`src/rtl/operand_fetch_ctrl.sv`:
```
// operand_fetch_ctrl
//
// Sequencer in front of the operand receive path. It accepts one
// micro-instruction with three operand base addresses and issues exactly four
// read requests in the order A, B, C-low, C-high. That order matches the order
// in which the receiver consumes rd_data words. Accepted micro-instructions are
// queued, so the receiver sees each uinstr in step with its operand set.
// The block bounds the number of outstanding reads and flags protocol errors.
//
// Ports:
//   clk, rst_i                 clock, synchronous active-high reset
//   uinstr_valid_i/ready_o     micro-instruction handshake
//   uinstr_i                   packed micro-instruction
//   addr_a_i/addr_b_i/addr_c_i operand base addresses (C is the low word)
//   rd_addr_valid_o/ready_i    read request handshake
//   rd_addr_o                  read request address
//   rd_data_valid_i            one response word returned
//   rx_uinstr_o/valid_o        head of the uinstr queue for the receiver
//   rx_op_done_i               receiver finished one operand set; pops queue
//   outstanding_o              issued-but-unanswered read count
//   busy_o                     sequencing, reads in flight, or queue non-empty
//   err_o                      sticky protocol error (over-run / empty pop)

module operand_fetch_ctrl #(
    parameter int ADDR_W          = 32,
    parameter int DATA_W          = 32,
    parameter int UINSTR_W        = 64,
    parameter int MAX_OUTSTANDING = 8,
    parameter int QDEPTH          = 4
) (
    input  logic                                 clk,
    input  logic                                 rst_i,
    input  logic                                 uinstr_valid_i,
    output logic                                 uinstr_ready_o,
    input  logic [UINSTR_W-1:0]                  uinstr_i,
    input  logic [ADDR_W-1:0]                    addr_a_i,
    input  logic [ADDR_W-1:0]                    addr_b_i,
    input  logic [ADDR_W-1:0]                    addr_c_i,
    output logic                                 rd_addr_valid_o,
    input  logic                                 rd_addr_ready_i,
    output logic [ADDR_W-1:0]                    rd_addr_o,
    input  logic                                 rd_data_valid_i,
    output logic [UINSTR_W-1:0]                  rx_uinstr_o,
    output logic                                 rx_uinstr_valid_o,
    input  logic                                 rx_op_done_i,
    output logic [$clog2(MAX_OUTSTANDING+1)-1:0] outstanding_o,
    output logic                                 busy_o,
    output logic                                 err_o
);

    localparam int CNT_W  = $clog2(MAX_OUTSTANDING + 1);
    localparam int QPTR_W = $clog2(QDEPTH);
    localparam int QCNT_W = $clog2(QDEPTH + 1);

    // C-high is the word after C-low; the add wraps within ADDR_W bits.
    localparam logic [ADDR_W-1:0] C_HI_OFFSET = ADDR_W'(DATA_W / 8);

    localparam logic [2:0] S_IDLE   = 3'd0;
    localparam logic [2:0] S_REQ_A  = 3'd1;
    localparam logic [2:0] S_REQ_B  = 3'd2;
    localparam logic [2:0] S_REQ_CL = 3'd3;
    localparam logic [2:0] S_REQ_CH = 3'd4;

    logic [2:0]          state;
    logic [ADDR_W-1:0]   addr_a_q, addr_b_q, addr_c_q;
    logic [CNT_W-1:0]    out_cnt;
    logic [UINSTR_W-1:0] q_mem [QDEPTH];
    logic [QPTR_W-1:0]   wr_ptr, rd_ptr;
    logic [QCNT_W-1:0]   q_cnt;
    logic                err_q;

    logic q_full, q_empty;
    logic addr_hs, uinstr_hs, q_pop, rsp_dec;

    assign q_full  = (q_cnt == QCNT_W'(QDEPTH));
    assign q_empty = (q_cnt == '0);

    // Ready comes from the registered occupancy, so a pop in the same cycle
    // does not make room for a push until the following cycle.
    assign uinstr_ready_o  = (state == S_IDLE) && !q_full && !rst_i;
    assign rd_addr_valid_o = (state != S_IDLE) && (out_cnt < CNT_W'(MAX_OUTSTANDING));

    assign addr_hs   = rd_addr_valid_o && rd_addr_ready_i;
    assign uinstr_hs = uinstr_valid_i && uinstr_ready_o;
    assign q_pop     = rx_op_done_i && !q_empty;
    // A response with nothing outstanding is an over-run: flagged, never counted.
    assign rsp_dec   = rd_data_valid_i && (out_cnt != '0);

    always_comb begin
        // NOTE: default assignment first so every path drives rd_addr_o and no latch is inferred.
        rd_addr_o = '0;
        case (state)
            S_REQ_A:  rd_addr_o = addr_a_q;
            S_REQ_B:  rd_addr_o = addr_b_q;
            S_REQ_CL: rd_addr_o = addr_c_q;
            S_REQ_CH: rd_addr_o = addr_c_q + C_HI_OFFSET;
            default:  rd_addr_o = '0;
        endcase
    end

    // NOTE: sequential state uses non-blocking assignments so every register samples pre-edge values.
    always_ff @(posedge clk) begin
        if (rst_i) begin
            state    <= S_IDLE;
            addr_a_q <= '0;
            addr_b_q <= '0;
            addr_c_q <= '0;
            out_cnt  <= '0;
            wr_ptr   <= '0;
            rd_ptr   <= '0;
            q_cnt    <= '0;
            err_q    <= 1'b0;
        end else begin
            case (state)
                S_IDLE: begin
                    if (uinstr_hs) begin
                        addr_a_q <= addr_a_i;
                        addr_b_q <= addr_b_i;
                        addr_c_q <= addr_c_i;
                        state    <= S_REQ_A;
                    end
                end
                S_REQ_A:  if (addr_hs) state <= S_REQ_B;
                S_REQ_B:  if (addr_hs) state <= S_REQ_CL;
                S_REQ_CL: if (addr_hs) state <= S_REQ_CH;
                S_REQ_CH: if (addr_hs) state <= S_IDLE;
                default:  state <= S_IDLE;
            endcase

            case ({addr_hs, rsp_dec})
                2'b10:   out_cnt <= out_cnt + CNT_W'(1);
                2'b01:   out_cnt <= out_cnt - CNT_W'(1);
                default: out_cnt <= out_cnt;
            endcase

            // QDEPTH is a power of two, so the pointers wrap by overflow.
            if (uinstr_hs) wr_ptr <= wr_ptr + QPTR_W'(1);
            if (q_pop)     rd_ptr <= rd_ptr + QPTR_W'(1);

            case ({uinstr_hs, q_pop})
                2'b10:   q_cnt <= q_cnt + QCNT_W'(1);
                2'b01:   q_cnt <= q_cnt - QCNT_W'(1);
                default: q_cnt <= q_cnt;
            endcase

            if ((rd_data_valid_i && (out_cnt == '0)) || (rx_op_done_i && q_empty))
                err_q <= 1'b1;
        end
    end

    // NOTE: queue storage has no reset; the empty flag masks stale entries, so only pointers and count are reset.
    always_ff @(posedge clk) begin
        if (uinstr_hs) q_mem[wr_ptr] <= uinstr_i;
    end

    assign rx_uinstr_o       = q_empty ? '0 : q_mem[rd_ptr];
    assign rx_uinstr_valid_o = !q_empty;
    assign outstanding_o     = out_cnt;
    assign busy_o            = (state != S_IDLE) || (out_cnt != '0) || !q_empty;
    assign err_o             = err_q;

endmodule
```
`config.mk`:
```
export PLATFORM = sky130hd
export DESIGN_NAME = operand_fetch_ctrl
export DESIGN_NICKNAME = d
export VERILOG_FILES = /design/src/rtl/operand_fetch_ctrl.sv
export SDC_FILE = /design/constraint.sdc
export NUM_CORES = 1
export LEC_CHECK = 0
export BUFFER_PORTS_ARGS = -buffer_cell sky130_fd_sc_hd__buf_4
export CAP_MARGIN = 0
export CORE_ASPECT_RATIO = 0.75
export CORE_MARGIN = 2
export CORE_UTILIZATION = 25
export CTS_CLUSTER_DIAMETER = 100
export DETAILED_ROUTE_END_ITERATION = 7
export PLACE_DENSITY = 0.5
export SYNTH_ARGS = -nofsm -noshare
export SYNTH_HDL_FRONTEND = slang
export SYNTH_SLANG_ARGS = --single-unit
```
`constraint.sdc`:
```
create_clock -name clk -period 7.1 [get_ports clk]
set_clock_uncertainty 0.15 [all_clocks]
set_input_delay 0 -clock clk [delete_from_list [all_inputs] [get_ports clk]]
set_output_delay 0 -clock clk [all_outputs]
set_load 0.01 [all_outputs]
```
==> impl_table.tex, run 1 <==
\begin{tabular}{lr}
\hline
Metric & Value \\
\hline
\multicolumn{2}{l}{\textbf{Run status}} \\
Result of the run & completed \\
\multicolumn{2}{l}{\textbf{Routing}} \\
DR WL/cell & 17.38 um \\
Remaining DRCs & 0 \\
Via-per-instance ratio & 4.495 \\
Drt first-iter violations & 551 \\
Count of vias placed by the detailed router & 11.57k \\
Final WL & 44740 um \\
First drt pass iteration count & 5 \\
ANT nets after route & 0 \\
\multicolumn{2}{l}{\textbf{Global routing}} \\
Number of global-route vias before repair & 11.91k \\
Aggregate global-route resource usage & 13.52\% \\
Initial antenna violation count & 2 \\
Congestion Overflow GR & 0 \\
Global-route wire length before repair & 68930 um \\
Pin count of the biggest net entering global routing & 112 \\
\multicolumn{2}{l}{\textbf{STA}} \\
Fin. Hold Viols & 0 \\
Maximum operating frequency & 0.2438 GHz \\
Final critical path time including I/O delays and setup & 4.101 ns \\
Finish-stage setup viols & 0 \\
Hold Worst Slack & 0.02407 ns \\
Crit path setup slack, layout & 2.999 ns \\
Setup TNS Final & 0 ns \\
RSZ-0062 raised after global routing & false \\
Slew Limit Headroom & 24.36\% \\
Fin crit share & 57.76\% \\
Slew Limit Fails & 0 \\
Transition time of the tightest slew-check pin & 1.135 ns \\
\multicolumn{2}{l}{\textbf{Worst setup path}} \\
Maximum fanout count along the critical path & 111 \\
Data arrival time of the worst path & 4.40 ns \\
Crit Path Category & flop to flop \\
Data required, critical path & 7.40 ns \\
Launching element type of the critical path & flop \\
Crit end category & flop \\
\multicolumn{2}{l}{\textbf{Synthesis}} \\
Dominant combinational cell family by area after synthesis & simple AND/OR/NAND/NOR gates \\
Synth cell types & 50 \\
Most used flip-flop cell after synthesis & sky130\_fd\_sc\_hd\_\_edfxtp\_1 \\
Mean instance size in the synthesized netlist & 13.14 um2 \\
Cell area after synthesis & 15800 um2 \\
Area fraction in compound gates after synthesis & 6.706\% \\
Number of flops mapped to enable cells by yosys & 256 \\
Post-Synth XOR/XNOR Area & 1.219\% \\
Sequential element share of the synthesized area & 62.96\% \\
Simple-gate share of the synthesized area & 14.05\% \\
Dominant cells by area after synthesis & sky130\_fd\_sc\_hd\_\_edfxtp\_1 (49\%), sky130\_fd\_sc\_hd\_\_dfxtp\_1 (14\%), sky130\_fd\_sc\_hd\_\_mux4\_2 (9.1\%), sky130\_fd\_sc\_hd\_\_nand2b\_1 (3.7\%), sky130\_fd\_sc\_hd\_\_nand2\_1 (3.2\%) \\
Share of synthesized area spent on multiplexers & 11.69\% \\
Top-area cell type share of the netlist area & 48.65\% \\
Flip-flop and latch count after synthesis & 369 \\
Fraction of registers with async set/reset & 0\% \\
Synth Area in Adders & 0.8393\% \\
Synthesized netlist net count & 1379 \\
Syn. warnings & 0 \\
Top cell type by total area after synthesis & sky130\_fd\_sc\_hd\_\_edfxtp\_1 \\
Mapped Cells & 1203 \\
\multicolumn{2}{l}{\textbf{CTS}} \\
Bufs on Longest Clock Path & 3 \\
Post-CTS Repair Setup Buffers & 0 \\
Root buf cell & sky130\_fd\_sc\_hd\_\_clkbuf\_16 \\
Sinks on Clock Net & 369 \\
Number of resized instances in the post-cts repair step & 0 \\
Worst-skew pair later-pin latency & 0.59 ns \\
Clock tree from TritonCTS & yes \\
Number of buffers inserted during clock tree synthesis & 41 \\
H-Tree Depth & 2 \\
Clock edge transition at the registers on the reported setup and hold paths & 0.06 ns \\
\multicolumn{2}{l}{\textbf{Power and ir drop}} \\
Worst VDD drop & 0.1627 mV \\
Static Leakage & 8.205 nW \\
Power density of the placed cells & 279.0 nW/um2 \\
\multicolumn{2}{l}{\textbf{Cells and area}} \\
Count of filler cells inserted in the layout & 6043 \\
Share of layout cells above drive strength 1 & 25.03\% \\
Number of nets in the layout & 1910 \\
Synth-to-Final Area Change & 44.52\% \\
\multicolumn{2}{l}{\textbf{Die}} \\
Initial standard-cell utilization of the core & 25.38\% \\
Total Die Area & 65260 um2 \\
Placeable core region & 62270 um2 \\
Horizontal die dimension & 294.3 um \\
Row Count & 79 \\
Y dimension of the die & 221.7 um \\
Number of top-level pins & 271 \\
\multicolumn{2}{l}{\textbf{Placed design}} \\
Number of port buffers & 270 \\
Post-detail-place hpwl & 27710 um \\
Worst slack after detailed placement & 3.041 ns \\
Routability congestion estimate from global placement & 0.7614 \\
\multicolumn{2}{l}{\textbf{Worst hold path}} \\
Class of the most critical hold timing path & input pin to flop \\
\multicolumn{2}{l}{\textbf{Run}} \\
Max capacitance violation total & 0 \\
\hline
\end{tabular}
[placed cells by master (no fill, tap or decap), types with 24 or more instances in the layout]
master,netlist,routed
sky130_fd_sc_hd__a21oi_1,28,28
sky130_fd_sc_hd__and2_1,71,67
sky130_fd_sc_hd__buf_4,1,283
sky130_fd_sc_hd__clkbuf_16,0,41
sky130_fd_sc_hd__dfxtp_1,113,109
sky130_fd_sc_hd__dlygate4sd3_1,0,290
sky130_fd_sc_hd__edfxtp_1,256,256
sky130_fd_sc_hd__mux2_2,28,28
sky130_fd_sc_hd__mux4_2,64,64
sky130_fd_sc_hd__nand2_1,136,136
sky130_fd_sc_hd__nand2b_1,93,93
sky130_fd_sc_hd__nor2_1,39,39
sky130_fd_sc_hd__o211ai_1,24,24
sky130_fd_sc_hd__o21ai_0,100,100
[flip-flops by register name, indices dropped and copies added, names as in the netlist, 3 cells and up, named ones only]
signal and flops:
state 3, addr_c_q 32, addr_a_q 32, q_mem 256, addr_b_q 32, q_cnt 3, outstanding_o 4
[routing by layer]
layer	vias up	part of all wire (%)	GRT usage [%]
li1	5503	-	-
met2	246	48	22.12
met3	48	5.2	2.927
met4	2	1.7	3.357
met5	-	0.029	0
met1	5772	45	18.18
[layout make-up]
class                   instances  area [um2]  area share, %
flip-flops and latches        369        9957          43.60
multi-input cells             738        5466          23.94
repair buffers                573        5027          22.01
clock buffers                  49        1056          4.624
well taps                     810        1013          4.438
clock inverters                22       271.5          1.189
inverters                      11       41.29         0.1808
diodes                          2       5.005        0.02191
[Yosys cell counts (all sizes together), types with 5 or more instances]
cell    number
and4         7
mux2        28
nor2        39
xor2        17
dfxtp      113
a21oi       28
or4         10
nand4       14
o21ai      100
nand3       19
clkbuf      56
nor2b        5
nand2      136
and2        71
nor3         6
mux4        64
buf         29
nand2b      93
o22ai       14
o211ai      24
mux2i        9
ha           9
xnor2        5
edfxtp     256
inv         11
a22oi        6
[where the power goes]
group / switching (mW) / total (mW) / internal (mW) / leakage (nW)
Sequential: 0.168 / 2.63 / 2.46 / 3.25
Clock: 0.896 / 2.12 / 1.22 / 0.638
Combinational: 0.755 / 1.63 / 0.871 / 4.31
Total: 1.82 / 6.37 / 4.55 / 8.21
[cell families after synthesis]
group / after synthesis
compound gates: 185
flops: 369
fa+ha+maj: 10
simple gates: 420
buf+inv: 96
mux: 101
xor+xnor: 22
[path summary, 6_finish.rpt]
| kind | from | endpoint | slack [ns] | cells after the start |
|---|---|---|---|---|
| worst max-delay path | state[0]$_SDFFE_PP0P_ | addr_c_q[25]$_SDFFE_PP0P_ | 3.00 | 6 |
| worst max register to register | state[0]$_SDFFE_PP0P_ | addr_c_q[25]$_SDFFE_PP0P_ | 3.00 | 6 |
| worst min-delay path | addr_a_i[13] | addr_a_q[13]$_SDFFE_PP0P_ | 0.02 | 4 |
| worst min register to register | addr_b_q[4]$_SDFFE_PP0P_ | addr_b_q[4]$_SDFFE_PP0P_ | 0.32 | 2 |
[critical path, cell delays in order, from the launching register on]
cell,delay [ns]
sky130_fd_sc_hd__dfxtp_2,0.30
sky130_fd_sc_hd__buf_4,0.33
sky130_fd_sc_hd__nor3_1,0.40
sky130_fd_sc_hd__and4bb_4,0.94
sky130_fd_sc_hd__buf_4,0.87
sky130_fd_sc_hd__o21ai_0,0.23
sky130_fd_sc_hd__dlygate4sd3_1,0.61
[per-stage QoR]
step,utilization (%),total power [mW],cell area [um2],cells
CTS,36.67,6.472,22830,2572
detailed placement,29.87,4.178,18600,2211
global route,36.67,6.691,22840,2573
finish,36.67,6.372,22840,2574
floorplan,-,3.486,15800,1203
global placement,29.87,4.164,18600,2211
[what timing repair did]
item                       in CTS  in global routing
setup endpoints to repair       0                  0
hold endpoints to repair      366                  0
hold buffers                  290                  0
(Power assumes the default switching activity.)
==> run 2, diff against run 1 <==
==> constraint.sdc (replaced) <==
create_clock -name clk -period 3.8 [get_ports clk]
set_clock_uncertainty 0.15 [all_clocks]
set_input_delay 0 -clock clk [delete_from_list [all_inputs] [get_ports clk]]
set_output_delay 0 -clock clk [all_outputs]
set_load 0.01 [all_outputs]
==> run 2 against run 1 <==
Clock-buffer cell count is the same. First-iteration DRC count grew 35%. Final cell count shrank 2.8%. Setup slack lost 2.5 ns. Register-to-register slack lost 2.0 ns. Non-clock buffer count shrank 72. Clock power grew 80%. Hold slack lost 0.0017 ns. Total power grew 84%. Sequential cell count is the same. Critical path type is now flop to output port. Critical endpoint is now rd_addr_o[21].
==> impl_table.tex, run 2 (same netlist as run 1, synthesis figures left out) <==
\begin{tabular}{lr}
\hline
Metric & Value \\
\hline
\multicolumn{2}{l}{\textbf{Run status}} \\
Result of the run & completed \\
\multicolumn{2}{l}{\textbf{Placed design}} \\
Cell Count Post-Placement & 2221 \\
Placed inst area & 18780 um2 \\
Routability congestion estimate from global placement & 0.8085 \\
Post-detail-place hpwl & 28430 um \\
Number of port buffers & 270 \\
\multicolumn{2}{l}{\textbf{STA}} \\
Slew Limit Headroom & 28.85\% \\
Final critical path time including I/O delays and setup & 3.263 ns \\
Setup TNS Final & 0 ns \\
Slew Limit Fails & 0 \\
Finish-stage setup viols & 0 \\
RSZ-0062 raised after global routing & false \\
Maximum operating frequency & 0.3065 GHz \\
Fin. Hold Viols & 0 \\
Transition time of the tightest slew-check pin & 1.067 ns \\
Hold Worst Slack & 0.02235 ns \\
Fin crit share & 85.87\% \\
\multicolumn{2}{l}{\textbf{Worst setup path}} \\
Crit end category & output port \\
Critical-path top delay cell & sky130\_fd\_sc\_hd\_\_or3b\_1 \\
Data required, critical path & 3.65 ns \\
Data arrival time of the worst path & 3.11 ns \\
Maximum fanout count along the critical path & 33 \\
Crit Path Category & flop to output port \\
Critical-path cell list & buf\_4 > or3b\_1 > or3\_1 > or3\_1 > nand3\_1 > buf\_4 \\
CP peak stage delay & 0.83 ns \\
Launching element type of the critical path & flop \\
\multicolumn{2}{l}{\textbf{Routing}} \\
Drt first-iter violations & 742 \\
Final WL & 44530 um \\
Remaining DRCs & 0 \\
ANT nets after route & 0 \\
Routed length on met3 & 2161 um \\
Highest routing layer actually used & met5 \\
Met1 Wirelength & 20070 um \\
Via-per-instance ratio & 4.483 \\
Count of vias placed by the detailed router & 11.21k \\
First drt pass iteration count & 5 \\
Routed met2 length & 21440 um \\
DR WL/cell & 17.81 um \\
\multicolumn{2}{l}{\textbf{Cells and area}} \\
Share of layout cells above drive strength 1 & 26.84\% \\
Leading cell types in the layout, fill and taps excluded & sky130\_fd\_sc\_hd\_\_buf\_4 (285), sky130\_fd\_sc\_hd\_\_edfxtp\_1 (256), sky130\_fd\_sc\_hd\_\_dlygate4sd3\_1 (208) \\
Cell area after layout & 22170 um2 \\
Synth-to-Final Area Change & 40.26\% \\
Number of nets in the layout & 1837 \\
Register name with the most flops & q\_mem \\
Number of cells in the finished layout apart from fillers & 2501 \\
Count of filler cells inserted in the layout & 6114 \\
Max reg flops & 256 \\
Leading cell type in the layout, fill and taps excluded & sky130\_fd\_sc\_hd\_\_buf\_4 \\
Final core utilization & 35.59\% \\
\multicolumn{2}{l}{\textbf{Die}} \\
Horizontal die dimension & 294.3 um \\
Row Count & 79 \\
Placeable core region & 62270 um2 \\
Number of top-level pins & 271 \\
Initial standard-cell utilization of the core & 25.38\% \\
Y dimension of the die & 221.7 um \\
Total Die Area & 65260 um2 \\
\multicolumn{2}{l}{\textbf{Power and ir drop}} \\
Static Leakage & 7.833 nW \\
Worst VDD drop & 0.3332 mV \\
Proportion of power drawn by the clock network & 32.6\% \\
Combinational cell fraction of total power & 25.5\% \\
Net Switching & 3.363 mW \\
Internal power component & 8.333 mW \\
Switching power as a share of total power & 28.75\% \\
Sequential fraction of design power & 41.9\% \\
Power density of the placed cells & 527.7 nW/um2 \\
\multicolumn{2}{l}{\textbf{CTS}} \\
Number of hold-repair buffers added at the cts stage & 208 \\
Post-CTS Repair Setup Buffers & 0 \\
Bufs on Longest Clock Path & 3 \\
Clock edge transition at the registers on the reported setup and hold paths & 0.06 ns \\
Number of buffers inserted during clock tree synthesis & 40 \\
H-Tree Depth & 2 \\
Worst-skew pair later-pin latency & 0.57 ns \\
Root buf cell & sky130\_fd\_sc\_hd\_\_clkbuf\_16 \\
Sinks on Clock Net & 369 \\
Clock tree from TritonCTS & yes \\
Number of resized instances in the post-cts repair step & 0 \\
\multicolumn{2}{l}{\textbf{Run}} \\
Max capacitance violation total & 0 \\
\multicolumn{2}{l}{\textbf{Worst hold path}} \\
Class of the most critical hold timing path & input pin to flop \\
\multicolumn{2}{l}{\textbf{Global routing}} \\
Aggregate global-route resource usage & 13.38\% \\
Initial antenna violation count & 3 \\
Congestion Overflow GR & 0 \\
Number of global-route vias before repair & 11.81k \\
Global-route wire length before repair & 68340 um \\
Pin count of the biggest net entering global routing & 193 \\
\hline
\end{tabular}
## run 2: cell types whose count changed in the layout (fill, tap and decap cells not counted), moves of 2 or more
cell                            previous run  this run
sky130_fd_sc_hd__buf_4                   283       285
sky130_fd_sc_hd__bufinv_16                 4         2
sky130_fd_sc_hd__clkbuf_8                  0         3
sky130_fd_sc_hd__dlygate4sd3_1           290       208
sky130_fd_sc_hd__buf_12                    0         8
sky130_fd_sc_hd__clkinvlp_4                0         2
sky130_fd_sc_hd__clkinv_1                  9         7
sky130_fd_sc_hd__clkbuf_1                  8         6
## run 2: final cells by class
type	count	area, um2	area share (%)
sequential	369	9957	44.92
timing repair buffer	501	4382	19.77
clock buffer	49	1065	4.804
clock inverter	20	232.7	1.050
tap	810	1013	4.572
multi-input combinational	738	5466	24.66
inverter	11	41.29	0.1863
antenna	3	7.507	0.03387
## run 2: metal layers
metal	up-vias	track usage, %
li1	5344	-
met1	5555	17.92
met2	254	22.15
met3	58	2.646
met4	2	3.325
met5	-	0
## run 2: through the flow
stage / setup slack, ns / power [mW]
2_1_floorplan: 0.3598 / 6.514
3_3_place_gp: 1.115 / 7.825
3_5_place_dp: 1.147 / 7.853
4_1_cts: 0.5135 / 11.90
5_1_grt: 0.3867 / 12.30
6_report: 0.5371 / 11.70
## run 2: worst paths after layout
| kind | slack [ns] | endpoint | depth (start not counted) | startpoint |
|---|---|---|---|---|
| min | 0.02 | q_mem[2][14]$_DFFE_PP_ | 2 | uinstr_i[14] |
| min reg2reg | 0.32 | addr_a_q[16]$_SDFFE_PP0P_ | 2 | addr_a_q[16]$_SDFFE_PP0P_ |
| max | 0.54 | rd_addr_o[21] | 6 | state[2]$_SDFFE_PP0P_ |
| max reg2reg | 0.97 | state[0]$_SDFFE_PP0P_ | 6 | state[1]$_SDFFE_PP0P_ |
## run 2: critical path, delay by kind of cell, from the launching register on
| kind | cells | cell delay (ns) |
|---|---|---|
| buffers and inverters | 2 | 0.48 |
| flip-flops | 1 | 0.33 |
| AND/OR/NAND/NOR | 4 | 1.73 |
## run 2: power by group through the flow
stage | logic [mW] | registers [mW] | clock network [mW]
after floorplan | 1.71 | 4.81 | 0
after global placement | 2.84 | 4.99 | 0
after detailed placement | 2.86 | 5.00 | 0
after CTS | 3.04 | 4.91 | 3.94
after global routing | 3.24 | 4.95 | 4.11
final | 2.98 | 4.90 | 3.82
==> run 3, diff against run 2 <==
--- a/config.mk
+++ b/config.mk
@@ -7,12 +7,14 @@
 export LEC_CHECK = 0
 export BUFFER_PORTS_ARGS = -buffer_cell sky130_fd_sc_hd__buf_4
 export CAP_MARGIN = 0
+export CELL_PAD_IN_SITES_DETAIL_PLACEMENT = 1
+export CELL_PAD_IN_SITES_GLOBAL_PLACEMENT = 1
 export CORE_ASPECT_RATIO = 0.75
 export CORE_MARGIN = 2
 export CORE_UTILIZATION = 25
 export CTS_CLUSTER_DIAMETER = 100
 export DETAILED_ROUTE_END_ITERATION = 7
-export PLACE_DENSITY = 0.5
+export PLACE_DENSITY = 0.56
 export SYNTH_ARGS = -nofsm -noshare
 export SYNTH_HDL_FRONTEND = slang
 export SYNTH_SLANG_ARGS = --single-unit
==> run 3 against run 2 <==
First-iteration DRC count is 11% lower. Setup slack better by 0.058 ns. Die area unchanged. Maximum frequency grew 1.8%. Total power rose by 1.6%. Via count up 1.7%. Utilization increased by 0.25 points. Combinational power is 2% higher. Routed wire length rose by 9.3%. Final cell count rose by 0.68%. Global-route usage up 1.4 points. Sequential power about the same. Largest cell class unchanged.
==> impl_table.tex, run 3 (same netlist as run 1, synthesis figures left out) <==
\begin{tabular}{lr}
\hline
Metric & Value \\
\hline
\multicolumn{2}{l}{\textbf{Run status}} \\
Result of the run & completed \\
\multicolumn{2}{l}{\textbf{Worst hold path}} \\
Min-Delay Startpoint & addr\_c\_i[10] \\
Class of the most critical hold timing path & input pin to flop \\
Hold path cells & 4 \\
Sink of the worst hold path & addr\_c\_q[10]\$\_SDFFE\_PP0P\_ \\
\multicolumn{2}{l}{\textbf{Global routing}} \\
Initial antenna violation count & 6 \\
Global-route wire length before repair & 74130 um \\
Number of global-route vias before repair & 12.18k \\
Congestion Overflow GR & 0 \\
Aggregate global-route resource usage & 14.75\% \\
Pin count of the biggest net entering global routing & 196 \\
\multicolumn{2}{l}{\textbf{Worst setup path}} \\
R2r endpoint & q\_cnt[2]\$\_SDFFE\_PP0P\_ \\
Crit end category & output port \\
Data required, critical path & 3.65 ns \\
Launching element type of the critical path & flop \\
Maximum fanout count along the critical path & 29 \\
Worst flop-to-flop path startpoint & state[0]\$\_SDFFE\_PP0P\_ \\
Count of cells along the worst register-to-register path & 10 \\
Data arrival time of the worst path & 3.05 ns \\
R2R setup slack & 1.02 ns \\
Crit Path Category & flop to output port \\
\multicolumn{2}{l}{\textbf{Routing}} \\
Final WL & 48670 um \\
First drt pass iteration count & 4 \\
DR WL/cell & 19.33 um \\
ANT nets after route & 0 \\
Remaining DRCs & 0 \\
Count of vias placed by the detailed router & 11.41k \\
Drt first-iter violations & 658 \\
Via-per-instance ratio & 4.531 \\
\multicolumn{2}{l}{\textbf{STA}} \\
Slew Limit Headroom & 23.36\% \\
Fin. Hold Viols & 0 \\
Finish-stage setup viols & 0 \\
Slew Limit Fails & 0 \\
RSZ-0062 raised after global routing & false \\
Final critical path time including I/O delays and setup & 3.205 ns \\
Maximum operating frequency & 0.3120 GHz \\
Fin crit share & 84.34\% \\
Setup TNS Final & 0 ns \\
Transition time of the tightest slew-check pin & 1.150 ns \\
\multicolumn{2}{l}{\textbf{Die}} \\
Placeable core region & 62270 um2 \\
Y dimension of the die & 221.7 um \\
Number of top-level pins & 271 \\
Row Count & 79 \\
Initial standard-cell utilization of the core & 25.38\% \\
Horizontal die dimension & 294.3 um \\
Total Die Area & 65260 um2 \\
\multicolumn{2}{l}{\textbf{Cells and area}} \\
Leading cell type in the layout, fill and taps excluded & sky130\_fd\_sc\_hd\_\_buf\_4 \\
Area taken by flip-flops and latches & 9957 um2 \\
Final core utilization & 35.85\% \\
Number of nets in the layout & 1850 \\
Leading cell types in the layout, fill and taps excluded & sky130\_fd\_sc\_hd\_\_buf\_4 (282), sky130\_fd\_sc\_hd\_\_edfxtp\_1 (256), sky130\_fd\_sc\_hd\_\_dlygate4sd3\_1 (225) \\
Share of layout cells above drive strength 1 & 26.58\% \\
Register name with the most flops & q\_mem \\
Area taken by multi-input logic gates & 5466 um2 \\
Count of filler cells inserted in the layout & 6674 \\
Synth-to-Final Area Change & 41.26\% \\
Max reg flops & 256 \\
\multicolumn{2}{l}{\textbf{Placed design}} \\
Routability congestion estimate from global placement & 0.7769 \\
Number of port buffers & 270 \\
Post-detail-place hpwl & 30100 um \\
\multicolumn{2}{l}{\textbf{CTS}} \\
Number of buffers inserted during clock tree synthesis & 40 \\
Worst-skew pair later-pin latency & 0.57 ns \\
Post-CTS Repair Setup Buffers & 0 \\
Root buf cell & sky130\_fd\_sc\_hd\_\_clkbuf\_16 \\
Number of resized instances in the post-cts repair step & 0 \\
H-Tree Depth & 2 \\
Bufs on Longest Clock Path & 3 \\
Sinks on Clock Net & 369 \\
Number of hold-repair buffers added at the cts stage & 225 \\
Clock tree from TritonCTS & yes \\
Clock edge transition at the registers on the reported setup and hold paths & 0.06 ns \\
\multicolumn{2}{l}{\textbf{Power and ir drop}} \\
Power density of the placed cells & 532.6 nW/um2 \\
Pwr Total & 11.89 mW \\
Worst VDD drop & 0.3126 mV \\
Static Leakage & 7.901 nW \\
\multicolumn{2}{l}{\textbf{Run}} \\
Max capacitance violation total & 0 \\
\hline
\end{tabular}
[run 3: changes by cell type in the layout (fill, tap and decap cells not counted), sizes merged]
| cell | previous run | this run |
|---|---|---|
| buf | 293 | 289 |
| bufinv | 2 | 4 |
| clkbuf | 49 | 47 |
| clkinv | 14 | 16 |
| clkinvlp | 3 | 4 |
| diode | 3 | 4 |
| dlygate4sd3 | 208 | 225 |
[run 3: area by class of cell]
type                            count  share of cell area [%]
Tap cell                          810                   4.540
Clock buffer                       47                   4.647
Inverter                           11                  0.1850
Antenna cell                        4                 0.04484
Clock inverter                     25                   1.289
Multi-Input combinational cell    738                   24.49
Sequential cell                   369                   44.61
Timing Repair Buffer              514                   20.20
[run 3: worst max-delay path by stage]
stage,startpoint,endpoint,slack (ns),cells past startpoint
after floorplan,state[1]$_SDFFE_PP0P_,q_mem[0][0]$_DFFE_PP_,0.36,6
after global placement,state[0]$_SDFFE_PP0P_,outstanding_o[2]$_SDFFE_PP0P_,1.18,11
after detailed placement,state[0]$_SDFFE_PP0P_,outstanding_o[2]$_SDFFE_PP0P_,1.04,11
after CTS,state[1]$_SDFFE_PP0P_,rd_addr_o[21],0.57,6
after global routing,state[1]$_SDFFE_PP0P_,rd_addr_o[21],0.47,6
final,state[1]$_SDFFE_PP0P_,rd_addr_o[21],0.60,6
[run 3: where the power goes]
group          internal (mW)  switching (mW)  total [mW]  leakage [nW]
logic                   1.58            1.45        3.03          4.01
registers               4.60           0.315        4.91          3.25
clock network           2.26            1.69        3.95         0.636
[run 3: worst max-delay path, cell delays in order, from the launching register on]
cell                      delay, ns
sky130_fd_sc_hd__dfxtp_2       0.32
sky130_fd_sc_hd__buf_4         0.24
sky130_fd_sc_hd__or3b_1        0.88
sky130_fd_sc_hd__or3_1         0.52
sky130_fd_sc_hd__or3_1         0.32
sky130_fd_sc_hd__nand3_1       0.08
sky130_fd_sc_hd__buf_4         0.13
[run 3: metal layers]
layer | vias to the layer above | global-route usage [%] | routed length [um]
met5 | - | 0 | 38
met2 | 244 | 23.20 | 22320
met3 | 52 | 3.418 | 2718
li1 | 5389 | - | -
met1 | 5718 | 20.54 | 22750
met4 | 6 | 3.489 | 847
[run 3: per-stage QoR]
step	instances	hold WS, ns	setup WS, ns	area (um2)
after floorplan	1203	-0.05113	0.3598	15800
after CTS	2514	0.001438	0.5721	22310
after detailed placement	2217	0.05393	1.044	18740
after global routing	2516	0.01128	0.4654	22320
final	2518	0.02786	0.5950	22320
after global placement	2217	0.04450	1.179	18740
